===== src/rtl/slow_mem_arbiter.sv =====
// Round-robin arbiter sharing one slow-memory-style backing store among NUM_CH
// cache ports, with a watchdog that aborts transactions the memory never answers.
module slow_mem_arbiter #(
  parameter int unsigned NUM_CH  = 2,
  parameter int unsigned ADDR_W  = 28,
  parameter int unsigned DATA_W  = 128,
  parameter int unsigned TIMEOUT = 256,
  parameter int unsigned ID_W    = (NUM_CH > 1) ? $clog2(NUM_CH) : 1
) (
  input  logic                       clk,
  input  logic                       rst_n,
  input  logic [NUM_CH-1:0]          c_read,
  input  logic [NUM_CH-1:0]          c_write,
  input  logic [NUM_CH*ADDR_W-1:0]   c_addr,
  input  logic [NUM_CH*DATA_W-1:0]   c_wdata,
  output logic [NUM_CH*DATA_W-1:0]   c_rdata,
  output logic [NUM_CH-1:0]          c_ready,
  output logic                       m_read,
  output logic                       m_write,
  output logic [ADDR_W-1:0]          m_addr,
  output logic [DATA_W-1:0]          m_wdata,
  input  logic [DATA_W-1:0]          m_rdata,
  input  logic                       m_ready,
  output logic [ID_W-1:0]            grant_id,
  output logic                       busy,
  output logic                       timeout_err
);

  localparam int unsigned WD_W    = (TIMEOUT > 1) ? $clog2(TIMEOUT) : 1;
  localparam int unsigned WD_LAST = (TIMEOUT > 0) ? TIMEOUT - 1 : 0;

  typedef enum logic [1:0] {IDLE, ISSUE, RESP} state_e;

  state_e                     state_q;
  logic [ID_W-1:0]            rr_q, grant_q;
  logic                       mask_vld_q;
  logic                       m_read_q, m_write_q;
  logic [ADDR_W-1:0]          m_addr_q;
  logic [DATA_W-1:0]          m_wdata_q;
  logic [NUM_CH*DATA_W-1:0]   c_rdata_q;
  logic [NUM_CH-1:0]          c_ready_q;
  logic [WD_W-1:0]            wd_q;
  logic                       timeout_err_q;

  logic [NUM_CH-1:0]          req;
  logic                       found;
  logic [ID_W-1:0]            win, rr_d;
  logic                       win_wr;
  logic [ADDR_W-1:0]          win_addr;
  logic [DATA_W-1:0]          win_wdata;

  // The channel served by the preceding RESP is masked for the first IDLE cycle.
  always_comb begin
    req = '0;
    for (int unsigned j = 0; j < NUM_CH; j++)
      req[j] = (c_read[j] | c_write[j]) & !(mask_vld_q && (grant_q == ID_W'(j)));
  end

  // Pass 0 covers channels at/above the rr pointer, pass 1 the wrapped remainder.
  always_comb begin
    found     = 1'b0;
    win       = '0;
    win_wr    = 1'b0;
    win_addr  = '0;
    win_wdata = '0;
    for (int unsigned p = 0; p < 2; p++) begin
      for (int unsigned j = 0; j < NUM_CH; j++) begin
        if (!found && req[j] && ((p == 0) == (j >= 32'(rr_q)))) begin
          found     = 1'b1;
          win       = ID_W'(j);
          win_wr    = c_write[j];
          win_addr  = c_addr[j*ADDR_W +: ADDR_W];
          win_wdata = c_wdata[j*DATA_W +: DATA_W];
        end
      end
    end
    rr_d = (32'(win) == NUM_CH - 1) ? '0 : win + 1'b1;
  end

  always_ff @(posedge clk) begin
    if (!rst_n) begin
      state_q       <= IDLE;
      rr_q          <= '0;
      grant_q       <= '0;
      mask_vld_q    <= 1'b0;
      m_read_q      <= 1'b0;
      m_write_q     <= 1'b0;
      m_addr_q      <= '0;
      m_wdata_q     <= '0;
      c_rdata_q     <= '0;
      c_ready_q     <= '0;
      wd_q          <= '0;
      timeout_err_q <= 1'b0;
    end else begin
      c_ready_q <= '0;
      case (state_q)
        IDLE: begin
          mask_vld_q <= 1'b0;
          if (found) begin
            grant_q   <= win;
            m_addr_q  <= win_addr;
            m_wdata_q <= win_wdata;
            m_write_q <= win_wr;
            m_read_q  <= !win_wr;
            rr_q      <= rr_d;
            wd_q      <= '0;
            state_q   <= ISSUE;
          end
        end
        ISSUE: begin
          if (m_ready) begin
            for (int unsigned j = 0; j < NUM_CH; j++) begin
              if (grant_q == ID_W'(j)) begin
                c_rdata_q[j*DATA_W +: DATA_W] <= m_rdata;
                c_ready_q[j]                  <= 1'b1;
              end
            end
            m_read_q  <= 1'b0;
            m_write_q <= 1'b0;
            state_q   <= RESP;
          end else if (TIMEOUT != 0 && wd_q == WD_W'(WD_LAST)) begin
            // Abort still completes the client handshake, with zeroed read data.
            for (int unsigned j = 0; j < NUM_CH; j++) begin
              if (grant_q == ID_W'(j)) begin
                c_rdata_q[j*DATA_W +: DATA_W] <= '0;
                c_ready_q[j]                  <= 1'b1;
              end
            end
            m_read_q      <= 1'b0;
            m_write_q     <= 1'b0;
            m_addr_q      <= '0;
            m_wdata_q     <= '0;
            timeout_err_q <= 1'b1;
            state_q       <= RESP;
          end else begin
            wd_q <= wd_q + 1'b1;
          end
        end
        RESP: begin
          mask_vld_q <= 1'b1;
          state_q    <= IDLE;
        end
        default: state_q <= IDLE;
      endcase
    end
  end

  assign c_rdata     = c_rdata_q;
  assign c_ready     = c_ready_q;
  assign m_read      = m_read_q;
  assign m_write     = m_write_q;
  assign m_addr      = m_addr_q;
  assign m_wdata     = m_wdata_q;
  assign grant_id    = grant_q;
  assign busy        = (state_q != IDLE);
  assign timeout_err = timeout_err_q;

endmodule


===== config.mk =====
export PLATFORM = sky130hd
export DESIGN_NAME = slow_mem_arbiter
export DESIGN_NICKNAME = d
export VERILOG_FILES = /design/src/rtl/slow_mem_arbiter.sv
export SDC_FILE = /design/constraint.sdc
export NUM_CORES = 1
export LEC_CHECK = 0
export ABC_AREA = 1
export CAP_MARGIN = 20
export CORE_AREA = 5 5 334 336
export DETAILED_ROUTE_END_ITERATION = 12
export DIE_AREA = 0 0 339 341
export SYNTH_ARGS = -nofsm -noshare
export SYNTH_HDL_FRONTEND = slang
export SYNTH_SLANG_ARGS = --single-unit

===== constraint.sdc =====
create_clock -name clk -period 3.1 [get_ports clk]
set_input_delay 0.465 -clock clk [delete_from_list [all_inputs] [get_ports clk]]
set_output_delay 0.465 -clock clk [all_outputs]
set_load 0.02 [all_outputs]

== Yosys cells after proc, flatten, opt, wreduce, memory -nomap -nowiden ==
Cells that the tools add are included.

* $add $sub $neg: 2
* $lt $le $gt $ge: 1
* Equality and inequality tests: 8
* Muxes and demuxes: 48
* Bitwise operators: 7
* Reduce and logical (&&, ||, !) cells: 25

{| class="wikitable"
|+ Operator list
! cell !! count
|-
| 128-bit two-way mux || 10
|-
| 256-bit two-way mux || 2
|-
| 128-bit one-hot mux with 2 select lines || 1
|-
| 28-bit two-way mux || 6
|-
| 28-bit one-hot mux with 2 select lines || 1
|-
| 8-bit two-way mux || 3
|-
| 8-bit one-hot mux with 2 select lines || 1
|-
| 1-bit two-way mux || 15
|-
| 3-bit AND reduction || 4
|-
| 2-bit two-way mux || 5
|-
| 8-bit by 1-bit adder with 8-bit output (second input constant) || 1
|-
| 8-bit equality test (second input constant) || 1
|-
| 2-bit != test (second input constant) || 4
|-
| 4-bit AND reduction || 2
|-
| 2-bit nonzero test || 4
|-
| 1-bit logical AND || 6
|-
| 1-bit one-hot mux with 2 select lines || 3
|-
| 2-bit AND reduction || 3
|-
| 1-bit zero test || 5
|-
| 2-bit one-hot mux with 2 select lines || 1
|-
| 3-bit != test (second input constant) || 1
|-
| 1-bit inverter || 3
|-
| 1-bit AND || 2
|-
| 2-bit by 1-bit equality test with 1-bit output (second input constant) || 1
|-
| other kinds (5) || 6
|}

* Register bits after elaboration: 430
* Word-level logic and storage cells: 104

== Depth between registers and ports, before layout ==
* Word-level depth: 16
* Gate-level depth with buffers: 12
* Gate-level depth less buffers: 10

== Worst setup path before layout ==
No wires, ideal clock.

* Path kind: flip-flop to flip-flop
* From: register wd_q[0]
* To: register c_rdata_q[239] (netlist: c_rdata[239])
* Library setup time: 0.114 ns
* Arrival: 1.493 ns
* Path slack: 1.493 ns
* Cell stages (with the launch flop): 11
* Path buffers: 2
* Clock period less this slack: 1.607 ns
* Cell sequence: dfxtp_1 ha_1 nand2_2 nor2_2 nand2_1 nand2_2 nand3_4 buf_6 buf_2 a21oi_1 nor2_1

* Longest elaborated chain between the ends: 3

{| class="wikitable"
|+ Ends and longest elaborated chain
! element !! line !! RTL
|-
| start: declaration || 42 || <nowiki>logic [WD_W-1:0] wd_q;</nowiki>
|-
| start signal: assignment || 136 || <nowiki>wd_q <= wd_q + 1'b1;</nowiki>
|-
| 8-bit equality test || 121 || <nowiki>end else if (TIMEOUT != 0 && wd_q == WD_W'(WD_LAST)) begin</nowiki>
|-
| 2-bit nonzero test (no source line) || -- ||
|-
| 3-bit AND reduction (no source line) || -- ||
|-
| end signal: indexed assignment || 114 || <nowiki>c_rdata_q[j*DATA_W +: DATA_W] <= m_rdata;</nowiki>
|-
| end: declaration || 40 || <nowiki>logic [NUM_CH*DATA_W-1:0] c_rdata_q;</nowiki>
|}

Every way passes these cells.
A chain may end at the register's enable or synchronous reset.

== Final worst setup path ==
* From: register state_q[0]
* To: output port busy

* Longest elaborated chain between the ends: 1

{| class="wikitable"
|+ Ends and longest elaborated chain
! element !! line !! RTL
|-
| start: declaration || 34 || <nowiki>state_e state_q;</nowiki>
|-
| start signal: assignment || 82 || <nowiki>state_q <= IDLE;</nowiki>
|-
| start signal: assignment || 107 || <nowiki>state_q <= ISSUE;</nowiki>
|-
| start signal: assignment || 120 || <nowiki>state_q <= RESP;</nowiki>
|-
| 2-bit nonzero test || 155 || <nowiki>assign busy = (state_q != IDLE);</nowiki>
|-
| end: declaration || 25 || <nowiki>output logic busy,</nowiki>
|}

Every way passes these cells.

==> impl_metrics.yaml <==
timing:
  finalClockSkew_ns: 0.0190
  fin_worst_hold_slack_ns: 0.244
  max_freq_mhz: 393
  setup_viol: 0
  slew_headroom: 0.350
  report.final.hold_viol_count: 0
  tightest_slew_ns: 0.976
  tns_ns: 0
  slew_viol_final: 0
  post-route-period-util: 0.822
  rsz0062_at_grt: "false"
  min_period_ns: 2.55
power:
  peakVddDrop_mv: 0.413
  p_leak_nw: 14.1
  p_per_area_mw_per_mm2: 549
drt:
  drc: 0
  drt_wl_total_um: 95600
  highest_layer: "met5"
  vias: 22400
  met3WireLength_um: 8100
  drtPass1Iterations: 6
  dr_wl_met2_um: 45400
  wl_met1_um: 39700
  drtIter0Drc: 1408
  vias_per_cell: 4.22
  wire_per_inst_um: 18.0
  ant_nets: 0
synthesis:
  ys_ff_latch: 430
  synthDistinctLibCells: 25
  synth_nets: 3557
  synth_cells: 3109
  ys_top_cells_by_area: "dfxtp_1 (43%), nand2_1 (17%), nand3_1 (15%)"
  yosys_warnings: 0
  synth.top_cell.area_share: 0.430
  netlist_area_sq_mm: 0.0200
  synth-seq-area-share: 0.430
  syn_avg_cell_area_sq_um: 6.43
  yosysTopAreaCell: "dfxtp_1"
cts:
  clk-insertion-delay-late_ns: 0.62
  cts_hold_buf: 0
  cts_root_buf: "clkbuf_16"
  cts.sinks: 430
  clk_pin_slew_worst_paths_ns: 0.06
  cts_buffer_depth: 3
  cts_resized: 0
  htree_levels: 2
  numCtsBuffers: 51
  postCtsSetupBuffers: 0
  cts_tree: "done"
global_route:
  grt_first_pass_wirelength_um: 139000
  overflow: 0
  grt_pass1_vias: 21000
  antenna_found_initial: 13
  grt_max_degree: 155
  gr-usage-all-layers: 0.156
die:
  dieWidth_um: 339
  initial_core_util: 0.185
  die_area_sq_mm: 0.116
  ios: 866
  rows: 121
  die_h_um: 341
  coreArea_sq_mm: 0.108
placement:
  portBuffers: 865
  dp_cells: 5209
  place.gp.congestion: 0.905
  hpwl_um: 72000
  placed_cell_area_sq_mm: 0.0300
finish:
  seq_area_sq_mm: 0.00861
  final_common_cell: "nand2_1"
  area_growth_pct: 59.2
  final_cells: 5311
  drive_gt1_frac: 0.0455
  final_area_sq_mm: 0.0319
  nets: 4296
  fillers: 11800
  utilization: 0.294
  mostFrequentLayoutCells: "nand2_1 (885), clkdlybuf4s50_1 (863), nand3_1 (590)"
  multi_input_area_sq_mm: 0.00930
worst_setup_path:
  cp.depth: 3
  cp.required_ns: 2.63
  worstSetupPathType: "reg -> out"
  worstPathMaxFanout: 4
  r2r_cells: 9
  crit_buf_inv: 2
  max_stage_delay_ns: 0.58
  cp.arrival_ns: 2.08
  path_cells: "nor2_1, inv_1, clkdlybuf4s50_1"
  cp_top_family: "buffers and inverters"
  crit_slowest_cell: "clkdlybuf4s50_1"
  end_kind: "output port"
  start_kind: "flop"
run_status:
  status: "completed"
worst_hold_path:
  hp-class: "in -> reg"
  min_path_cells: 3
job:
  drv_cap: 0
-- tightest hold or removal path: stages --
cell and delay (ns):
clkbuf_8 0.21, nand2_1 0.11, nor2_1 0.03
-- power by group --
group	internal (W)	total, W	switching [W]
clock network	0.00388	0.00647	0.00259
registers	0.00600	0.00627	0.000276
logic	0.00202	0.00475	0.00274
total	0.0119	0.0175	0.00560
-- synthesized netlist by cell type (all sizes together) --
cell / n
nand2: 888
nand3: 595
nor2: 516
dfxtp: 430
inv: 243
a21oi: 177
buf: 160
clkbuf: 89
o21ai: 3
clkinv: 2
nand4: 2
a211oi: 1
ha: 1
mux2i: 1
or2: 1
-- layout make-up --
cell class                 instances  area share
clock inverter                    19     0.00915
tap                             1414      0.0555
multi-input combinational       2185       0.292
sequential                       430       0.270
inverter                         245      0.0292
timing repair buffer             935       0.296
clock buffer                      76      0.0474
antenna                            7    0.000550
-- cells by family after synthesis --
logic type / share of synthesized area
adders and majority gates: 0.000625
muxes: 0.000500
and+or+nand+nor: 0.415
buffers and inverters: 0.108
DFF: 0.430
AOI/OAI and AO/OA: 0.0456
-- state kept, by name (all words and copies together), names as in the netlist --
register,flops
mask_vld_q,1
wd_q,8
m_addr,28
grant_id,1
m_wdata,128
m_read,1
state_q,2
rr_q,1
c_ready,2
m_write,1
c_rdata,256
timeout_err,1
-- final timing paths --
path	start	to	slack (ns)
max reg2reg	wd_q[0]	c_rdata[33]	0.75
min	rst_n	c_rdata[22]	0.24
max	state_q[0]	busy	0.55
min reg2reg	timeout_err	timeout_err	0.46
-- per-stage QoR --
stage | setup WS [ns] | total power [W]
2_1_floorplan | 1.49 | 0.00877
3_3_place_gp | 0.612 | 0.0111
3_5_place_dp | 0.590 | 0.0112
4_1_cts | 0.452 | 0.0177
5_1_grt | 0.430 | 0.0184
6_report | 0.553 | 0.0175
-- per-layer routing --
metal  vias up  global-route usage
li1      11200                   -
met1     10200               0.192
met2       892               0.263
met3       120              0.0474
met4         4              0.0444
met5         -                   0
Power figures use the tool's default switching activity.
